**src/rtl/ooo_types_pkg.sv**
```systemverilog
// ooo_types_pkg: shared reorder-buffer types (tags, cause codes, entry layout).
package ooo_types_pkg;
    localparam int ROB_DEPTH = 8;
    localparam int ROB_TAG_W = $clog2(ROB_DEPTH);
    localparam int LS_PORT   = 3;
    typedef logic [ROB_TAG_W-1:0] rob_tag_t;
    typedef enum logic [1:0] {FU_AU, FU_MU, FU_DU, FU_LS} scalar_fu_t;
    typedef enum logic [3:0] {
        MAL_INSN, FAULT_INSN, ILLEGAL, BREAK, ENV_M, MAL_L, FAULT_L, MAL_S, FAULT_S
    } rob_cause_t;
    typedef struct packed {
        logic        valid;
        logic        done;
        logic        exc;
        rob_cause_t  cause;
        logic [31:0] pc;
        logic [4:0]  rd;
        logic        wen;
        scalar_fu_t  fu;
        logic [31:0] data;
        logic [31:0] badaddr;
    } rob_entry_t;
endpackage

```
**src/rtl/ooo_reorder_buffer.sv**
```systemverilog
// ooo_reorder_buffer: in-order retirement buffer with tagged writeback and precise exceptions.
module ooo_reorder_buffer
    import ooo_types_pkg::*;
#(
    parameter int DEPTH  = 8,
    parameter int NUM_WB = 4,
    parameter int TAG_W  = $clog2(DEPTH)
) (
    input  logic                    CLK,
    input  logic                    nRST,
    input  logic                    alloc_valid,
    input  logic [31:0]             alloc_pc,
    input  logic [4:0]              alloc_rd,
    input  logic                    alloc_wen,
    input  scalar_fu_t              alloc_fu,
    output logic [TAG_W-1:0]        alloc_tag,
    output logic                    rob_full,
    input  logic [NUM_WB-1:0]       wb_valid,
    input  logic [NUM_WB*TAG_W-1:0] wb_tag,
    input  logic [NUM_WB*32-1:0]    wb_data,
    input  logic [NUM_WB-1:0]       wb_exc,
    input  logic [NUM_WB*4-1:0]     wb_cause,
    input  logic [31:0]             wb_badaddr,
    output logic                    commit_valid,
    output logic [4:0]              commit_rd,
    output logic                    commit_wen,
    output logic [31:0]             commit_data,
    output logic                    commit_exc,
    output logic [3:0]              commit_cause,
    output logic [31:0]             epc,
    output logic [31:0]             badaddr,
    output logic                    ex_comm_flush
);
    rob_entry_t       ent [DEPTH];
    rob_entry_t       hd;
    logic [TAG_W:0]   head, tail;
    logic             do_alloc;
    assign hd            = ent[head[TAG_W-1:0]];
    assign rob_full      = (head[TAG_W] != tail[TAG_W]) && (head[TAG_W-1:0] == tail[TAG_W-1:0]);
    assign alloc_tag     = tail[TAG_W-1:0];
    assign commit_valid  = hd.valid && hd.done && !hd.exc;
    assign commit_exc    = hd.valid && hd.done && hd.exc;
    assign ex_comm_flush = commit_exc;
    assign commit_wen    = commit_valid && hd.wen;
    assign commit_rd     = commit_valid ? hd.rd : '0;
    assign commit_data   = commit_valid ? hd.data : '0;
    assign commit_cause  = commit_exc ? hd.cause : '0;
    assign do_alloc      = alloc_valid && !rob_full && !ex_comm_flush;

    always_ff @(posedge CLK or negedge nRST) begin
        if (!nRST) begin
            head    <= '0;
            tail    <= '0;
            epc     <= '0;
            badaddr <= '0;
            for (int i = 0; i < DEPTH; i++) ent[i] <= '0;
        end else if (ex_comm_flush) begin
            epc     <= hd.pc;
            badaddr <= hd.badaddr;
            head    <= '0;
            tail    <= '0;
            for (int i = 0; i < DEPTH; i++) ent[i].valid <= 1'b0;
        end else begin
            // descending order so the lowest-numbered port wins a duplicate tag
            for (int p = NUM_WB - 1; p >= 0; p--) begin
                if (wb_valid[p] && ent[wb_tag[p*TAG_W +: TAG_W]].valid) begin
                    ent[wb_tag[p*TAG_W +: TAG_W]].done    <= 1'b1;
                    ent[wb_tag[p*TAG_W +: TAG_W]].data    <= wb_data[p*32 +: 32];
                    ent[wb_tag[p*TAG_W +: TAG_W]].exc     <= wb_exc[p];
                    ent[wb_tag[p*TAG_W +: TAG_W]].cause   <= rob_cause_t'(wb_cause[p*4 +: 4]);
                    ent[wb_tag[p*TAG_W +: TAG_W]].badaddr <= (p == LS_PORT) ? wb_badaddr : '0;
                end
            end
            if (do_alloc) begin
                ent[tail[TAG_W-1:0]] <= '{valid: 1'b1, done: 1'b0, exc: 1'b0, cause: MAL_INSN,
                                          pc: alloc_pc, rd: alloc_rd, wen: alloc_wen, fu: alloc_fu,
                                          data: '0, badaddr: '0};
                tail <= tail + (TAG_W+1)'(1);
            end
            if (commit_valid) begin
                ent[head[TAG_W-1:0]].valid <= 1'b0;
                head <= head + (TAG_W+1)'(1);
            end
        end
    end

    for (genvar a = 0; a < NUM_WB; a++) begin : g_a
        for (genvar b = a + 1; b < NUM_WB; b++) begin : g_b
            assert property (@(posedge CLK) disable iff (!nRST)
                !(wb_valid[a] && wb_valid[b] && wb_tag[a*TAG_W +: TAG_W] == wb_tag[b*TAG_W +: TAG_W]));
        end
    end
endmodule

```
**config.mk**
```make
export PLATFORM = sky130hd
export DESIGN_NAME = ooo_reorder_buffer
export DESIGN_NICKNAME = d
export VERILOG_FILES = /design/src/rtl/ooo_types_pkg.sv /design/src/rtl/ooo_reorder_buffer.sv
export SDC_FILE = /design/constraint.sdc
export NUM_CORES = 2
export LEC_CHECK = 0
export CORE_ASPECT_RATIO = 1.5
export CORE_MARGIN = 3
export CORE_UTILIZATION = 40
export DETAILED_ROUTE_END_ITERATION = 6
export SYNTH_ARGS = -nofsm -noshare
export SYNTH_HDL_FRONTEND = slang
export SYNTH_SLANG_ARGS = --single-unit
```
**constraint.sdc**
```tcl
create_clock -name CLK -period 3.15 [get_ports CLK]
set_input_delay 0.4725 -clock CLK [delete_from_list [all_inputs] [get_ports CLK]]
set_output_delay 0.4725 -clock CLK [all_outputs]
set_load 0.005 [all_outputs]
```
Yosys cells after proc, flatten, opt, wreduce, memory -nomap -nowiden
Cells that the tools add are included.
{"block": "word_totals", "register_bits": 960, "out_inout_bits": 113, "word_cells": 235}
{"block": "classes", "addsub": 2, "order_cmp": 12, "eq_ne": 2, "n_mux": 107, "n_bitwise": 6, "reduce_logical": 22}
{"cell": "888-bit bitwise mux", "count": 22}
{"cell": "888-bit two-way mux", "count": 11}
{"cell": "111-bit demux with 3-bit select", "count": 22}
{"cell": "111-bit binary-select mux with 3-bit select", "count": 5}
{"cell": "111-bit two-way mux", "count": 12}
{"cell": "110-bit two-way mux", "count": 4}
{"cell": "109-bit two-way mux", "count": 4}
{"cell": "108-bit two-way mux", "count": 4}
{"cell": "64-bit two-way mux", "count": 4}
{"cell": "32-bit two-way mux", "count": 5}
{"cell": "4-bit >= comparator (second input constant)", "count": 6}
{"cell": "4-bit by 1-bit < comparator with 1-bit output (second input constant)", "count": 6}
{"cell": "3-bit NOT with 4-bit output", "count": 6}
{"cell": "4-bit two-way mux", "count": 5}
{"cell": "1-bit logical AND", "count": 17}
{"cell": "4-bit by 1-bit adder with 4-bit output (second input constant)", "count": 2}
{"cell": "1-bit two-way mux", "count": 8}
{"cell": "5-bit two-way mux", "count": 1}
{"cell": "2-bit nonzero test", "count": 2}
{"cell": "3-bit == test", "count": 1}
{"cell": "1-bit logical NOT", "count": 3}
{"cell": "1-bit inequality test", "count": 1}

Longest topological paths before layout
{"block": "logic_depth", "word_depth": 39, "ltp_mapped": 13, "ltp_nobuf": 7}

Least setup slack after synthesis
No wires, ideal clock.
{"block": "synth_timing", "kind": "reg2out", "startpoint": "register head[1]", "endpoint": "output ex_comm_flush", "t_arrival_ps": 2480, "required_ps": 2677, "path_slack_ps": 197, "path_stages_with_launch": 13, "path_cell_list": "dfrtp_1 > buf_6 > mux2i_1 > o221ai_2 > a222oi_1 > o21a_1 > buf_6 > inv_4 > buf_6 > buf_6 > clkbuf_1 > buf_2 > buf_4"}
{"block": "synth_via", "elab_chain_len": 6}
{"element": "start, declared", "line_no": "ooo_reorder_buffer.sv:36", "rtl": "logic [TAG_W:0] head, tail;"}
{"element": "start signal, assigned", "line_no": "ooo_reorder_buffer.sv:82", "rtl": "head <= head + (TAG_W+1)'(1);"}
{"element": "3-bit NOT with 4-bit output (not written as such) *", "line_no": "ooo_reorder_buffer.sv:38", "rtl": "assign hd = ent[head[TAG_W-1:0]];"}
{"element": "111-bit binary-select mux with 3-bit select *", "line_no": "ooo_reorder_buffer.sv:38"}
{"element": "111-bit two-way mux (not written as such) * (2 in a row)", "line_no": "ooo_reorder_buffer.sv:38"}
{"element": "1-bit logical AND", "line_no": "ooo_reorder_buffer.sv:42", "rtl": "assign commit_exc = hd.valid && hd.done && hd.exc;"}
{"element": "1-bit logical AND *", "line_no": "ooo_reorder_buffer.sv:42"}
{"element": "end, declared", "line_no": "ooo_reorder_buffer.sv:32", "rtl": "output logic ex_comm_flush"}
Every way passes the cells marked *; elsewhere a longest branch is shown, timed or not. The select of a mux whose other input is x is not followed.

Worst setup path after layout
{"block": "layout_timing", "startpoint": "register head[1]", "endpoint": "output commit_data[5]"}
{"block": "layout_via", "elab_chain_len": 7, "elab_cells_between_ends": 8, "cone_classes": "mux (4); bitwise (1); reduce/logical (3)"}
{"element": "3-bit NOT with 4-bit output (not written as such) *", "line_no": "ooo_reorder_buffer.sv:38"}
{"element": "111-bit binary-select mux with 3-bit select *", "line_no": "ooo_reorder_buffer.sv:38"}
{"element": "111-bit two-way mux (not written as such) * (2 in a row)", "line_no": "ooo_reorder_buffer.sv:38"}
{"element": "1-bit logical AND or 1-bit logical NOT (tied branches)", "line_no": "ooo_reorder_buffer.sv:41", "rtl": "assign commit_valid = hd.valid && hd.done && !hd.exc;"}
{"element": "1-bit logical AND", "line_no": "ooo_reorder_buffer.sv:41"}
{"element": "32-bit two-way mux *", "line_no": "ooo_reorder_buffer.sv:46", "rtl": "assign commit_data = commit_valid ? hd.data : '0;"}
{"element": "end, declared", "line_no": "ooo_reorder_buffer.sv:27", "rtl": "output logic [31:0] commit_data,"}
Marks and branches as above.

==> impl_metrics.prom <==
# TYPE chip_impl_metric gauge
chip_impl_metric{name="routed_vias_inst",unit=""} 6.664
chip_impl_metric{name="die_area",unit="sq um"} 136500
chip_impl_info{name="crit_path_start",value="head[1]"} 1
chip_impl_metric{name="dieHeight",unit="um"} 451.0
chip_impl_metric{name="post_synthesis_mean_instance_area",unit="sq um"} 9.974
chip_impl_metric{name="simple_gate_share_of_the_synthesized_area",unit=""} 0.1014
chip_impl_metric{name="rrSetupSlack",unit="ns"} -0.26
chip_impl_metric{name="post_drt_wl_per_cell",unit="um"} 30.80
chip_impl_metric{name="ys_async_sr_fraction",unit=""} 1.000
chip_impl_info{name="worstSetupEndpointType",value="output port"} 1
chip_impl_metric{name="globalplace.congestion",unit=""} 0.9794
chip_impl_info{name="post-synth-top-area-cell",value="dfrtp_1"} 1
chip_impl_metric{name="critical_path.max_stage_delay",unit="ns"} 0.50
chip_impl_info{name="reg2reg_from",value="head[1]"} 1
chip_impl_metric{name="floorplan.initialDensity",unit=""} 0.4046
chip_impl_metric{name="grt_pass1_vias",unit=""} 48800
chip_impl_metric{name="final_cells",unit=""} 7320
chip_impl_metric{name="gr-usage-met2",unit=""} 0.5152
chip_impl_metric{name="total_placed_instance_area",unit="sq um"} 60130
chip_impl_metric{name="place.detailed.hpwl",unit="um"} 138900
chip_impl_metric{name="detail-route-antenna-nets",unit=""} 0
chip_impl_metric{name="fin_worst_skew",unit="ns"} 0.03866
chip_impl_info{name="synth_area_leaders",value="dfrtp_1 (45%), mux2_2 (8.2%), mux4_2 (5.6%)"} 1
chip_impl_metric{name="power.ir.vdd_worst",unit="uV"} 929.8
chip_impl_info{name="critical_path.startpoint_type",value="flop"} 1
chip_impl_metric{name="worstPathRequired",unit="ns"} 2.68
chip_impl_metric{name="placement.io_buffers",unit=""} 349
chip_impl_metric{name="final.period_utilization",unit=""} 1.153
chip_impl_info{name="final_cell_mix",value="dfrtp_1 (941), nand2_1 (610), mux2_2 (376), o21ai_0 (306), clkdlybuf4s50_1 (301)"} 1
chip_impl_metric{name="post_synthesis_compound_gate_area_fraction",unit=""} 0.2339
chip_impl_info{name="crit_path_class",value="flop to output port"} 1
chip_impl_metric{name="groute.layer.met1.usage",unit=""} 0.3893
chip_impl_metric{name="power.static_leakage",unit="uW"} 0.02707
chip_impl_metric{name="cts.htree.levels",unit=""} 3
chip_impl_metric{name="clock_tree.buffer_depth",unit=""} 3
chip_impl_metric{name="seq_area",unit="sq um"} 23630
chip_impl_metric{name="layout-drive-gt1-share",unit=""} 0.2297
chip_impl_metric{name="adder_and_majority_gate_portion_of_the_synthesized_area",unit=""} 0.0004738
chip_impl_metric{name="yosys.area_share.xor_xnor",unit=""} 0.001161
chip_impl_metric{name="place_ws",unit="ns"} -0.1765
chip_impl_metric{name="detailroute.via_count",unit=""} 48780
chip_impl_info{name="cp_cell_sequence",value="buf_8 > nand2b_4 > o221ai_4 > a222oi_1 > buf_4 > o21ai_4 > nand2_4 > buf_8 > buf_12 > buf_16 > buf_8 > a211oi_2 > buf_2"} 1
chip_impl_metric{name="cellPowerDensity",unit="nW/um^2"} 992.2
chip_impl_info{name="run_status",value="complete, but fails checks"} 1
chip_impl_metric{name="drv_cap",unit=""} 0
chip_impl_metric{name="number_of_endpoints_with_negative_hold_slack_in_the_final_report",unit=""} 0
chip_impl_metric{name="coreArea",unit="sq um"} 130500
chip_impl_metric{name="post-route-cell-area",unit="sq um"} 64650
chip_impl_metric{name="clock_transition_at_the_registers_of_the_reported_paths",unit="ns"} 0.06
chip_impl_metric{name="num_rows",unit=""} 162
chip_impl_metric{name="track_usage",unit=""} 0.3250
chip_impl_metric{name="synth_top_area_frac",unit=""} 0.4473
chip_impl_metric{name="timing.critical_path.depth",unit=""} 13
chip_impl_metric{name="clock_latency",unit="ns"} 0.75
chip_impl_metric{name="antenna_found_initial",unit=""} 34
chip_impl_metric{name="clk_sinks",unit=""} 944
chip_impl_metric{name="multiInputGateArea",unit="sq um"} 27080
chip_impl_metric{name="top_level_ports",unit=""} 352
chip_impl_info{name="worstHoldPathType",value="input pin to async pin"} 1
chip_impl_metric{name="post-route-worst-setup-slack",unit="ns"} -0.4832
chip_impl_metric{name="fillCellCount",unit=""} 11890
chip_impl_metric{name="fp.dieW",unit="um"} 302.7
chip_impl_metric{name="detail_route.iter0.violations",unit=""} 5501
chip_impl_info{name="mostFrequentLayoutCell",value="dfrtp_1"} 1
chip_impl_metric{name="critPathBufInv",unit=""} 7
chip_impl_metric{name="drc",unit=""} 28
chip_impl_metric{name="cts-buffers-inserted",unit=""} 100
chip_impl_info{name="critical_path.endpoint",value="commit_data[5]"} 1
chip_impl_metric{name="synthDistinctLibCells",unit=""} 78
chip_impl_metric{name="timing.critical_path.fanout_max",unit=""} 6
chip_impl_metric{name="postSynthNetCount",unit=""} 5536
chip_impl_metric{name="final_net_count",unit=""} 5737
chip_impl_info{name="gr-max-usage-layer",value="met2"} 1
chip_impl_metric{name="synthCells",unit=""} 5295
chip_impl_info{name="grt_setup_unrepaired",value="yes"} 1
chip_impl_metric{name="global_route.usage.met3",unit=""} 0.09212
chip_impl_info{name="ctsRootBufferMaster",value="clkbuf_16"} 1
chip_impl_metric{name="flow.area_growth_from_synthesis",unit="%"} 22.43
chip_impl_info{name="critical_path.top_delay_family",value="buffers and inverters"} 1
chip_impl_metric{name="dp.cells",unit=""} 7067
chip_impl_metric{name="grt_first_pass_wirelength",unit="um"} 330700
chip_impl_info{name="failed_checks",value="design-rule violations, negative setup slack"} 1
chip_impl_metric{name="syn_area",unit="sq um"} 52810
chip_impl_metric{name="yosysSeqAreaShare",unit=""} 0.4473
chip_impl_info{name="cts_tree",value="done"} 1
chip_impl_metric{name="worst_slew_pin_slew",unit="ns"} 1.153
chip_impl_metric{name="wirelength",unit="um"} 225500
chip_impl_metric{name="crit_arrival",unit="ns"} 3.16
chip_impl_metric{name="synthMuxAreaShare",unit=""} 0.1598
chip_impl_metric{name="ff2ff_path_depth",unit=""} 17
chip_impl_metric{name="drt_first_pass_iters",unit=""} 7
chip_impl_metric{name="power.total",unit="uW"} 64150
chip_impl_metric{name="timing_max_transition_violations_final",unit=""} 0
chip_impl_metric{name="timing.max_slew.rel_slack",unit=""} 0.2316
chip_impl_info{name="postSynth.topFlopCell",value="dfrtp_1"} 1
chip_impl_info{name="synth_top_family_by_area",value="compound AO/OA/AOI/OAI gates"} 1
chip_impl_metric{name="number_of_enable_flip_flop_cells_after_synthesis",unit=""} 0
chip_impl_info{name="timing.critical_path.slowest_stage_cell",value="dfrtp_4"} 1
chip_impl_metric{name="finalSetupViolCount",unit=""} 435
chip_impl_metric{name="min_period",unit="ns"} 3.633
chip_impl_metric{name="gr-total-overflow",unit=""} 0
chip_impl_metric{name="grt_max_degree",unit=""} 128
chip_impl_metric{name="finalSetupTns",unit="ns"} -70.76
chip_impl_metric{name="max_freq",unit="GHz"} 0.2752
chip_impl_metric{name="yosys_warnings",unit=""} 0
chip_impl_metric{name="synth_seq_cells",unit=""} 944
chip_impl_info{name="critical-path-top-cell-by-count",value="buf_8"} 1
-- Yosys cell counts (39+ instances only) --
library cell and number:
nor2_1 298, o31ai_1 63, mux4_2 132, nand2_1 626, inv_1 64, and2_1 48, a22o_1 300, nand3_1 97
o221ai_1 52, a21oi_1 232, clkbuf_1 420, a211oi_1 82, a22oi_1 39, o22ai_1 211, dfrtp_1 944, mux2i_1 113
a221oi_1 67, a31oi_1 143, o21ai_0 319, buf_1 142, mux2_2 385, buf_2 66
-- power by group --
part / total, uW / internal [uW] / switching, uW
combinational: 30700 / 14800 / 16000
sequential: 21100 / 17600 / 3450
clock: 12300 / 6930 / 5410
total: 64200 / 39300 / 24800
-- how the worst min path moves through the flow --
stage | start | endpoint
after CTS | nRST | ent[342]
after global placement | nRST | ent[342]
final | nRST | ent[564]
after floorplan | nRST | async pin
after global routing | nRST | ent[564]
after detailed placement | nRST | ent[342]
-- metal layers --
layer	up-vias	part of all wire	routed length [um]
li1	20320	-	-
met1	24270	0.36	81050
met2	3137	0.46	103500
met3	1036	0.11	23970
met4	20	0.075	16810
met5	-	0.00053	120
-- per-stage QoR --
step | hold slack, ns | utilization
finish | 0.2081 | 0.4953
global route | 0.2164 | 0.4950
CTS | 0.1826 | 0.4940
detailed placement | 0.3885 | 0.4607
global placement | 0.3875 | 0.4607
floorplan | 0.1769 | -
-- worst register-to-register path, delay by kind of cell (launching register included) --
kind            cells  cell delay [ns]
mux                 3             0.93
simple gates        2             0.24
buf+inv            11             1.41
compound gates      1             0.21
flops               1             0.50
-- what timing repair did --
item / in CTS / in global routing
hold buffers: 1 / 0
pin swaps: 28 / 17
buffers inserted: 43 / 3
hold endpoints to repair: 33 / 0
gates cloned: 10 / 0
gates resized for setup: 326 / 22
setup endpoints to repair: 147 / 459
-- kinds of logic after synthesis --
kind of cell             after synthesis
AND/OR/NAND/NOR                     1230
XOR/XNOR                               7
flip-flops                           944
buffers and inverters                721
adder cells (fa/ha/maj)                2
AO/OA/AOI/OAI                       1761
multiplexers                         630
-- layout make-up --
cell class | count | share of cell area
antenna | 20 | 0.0007741
clock buffer | 157 | 0.04606
clock inverter | 27 | 0.005690
inverter | 66 | 0.004122
multi-input combinational | 3631 | 0.4188
sequential | 944 | 0.3655
tap | 1722 | 0.03332
timing repair buffer | 753 | 0.1257
Note: power is estimated with default switching activity, not from simulation.
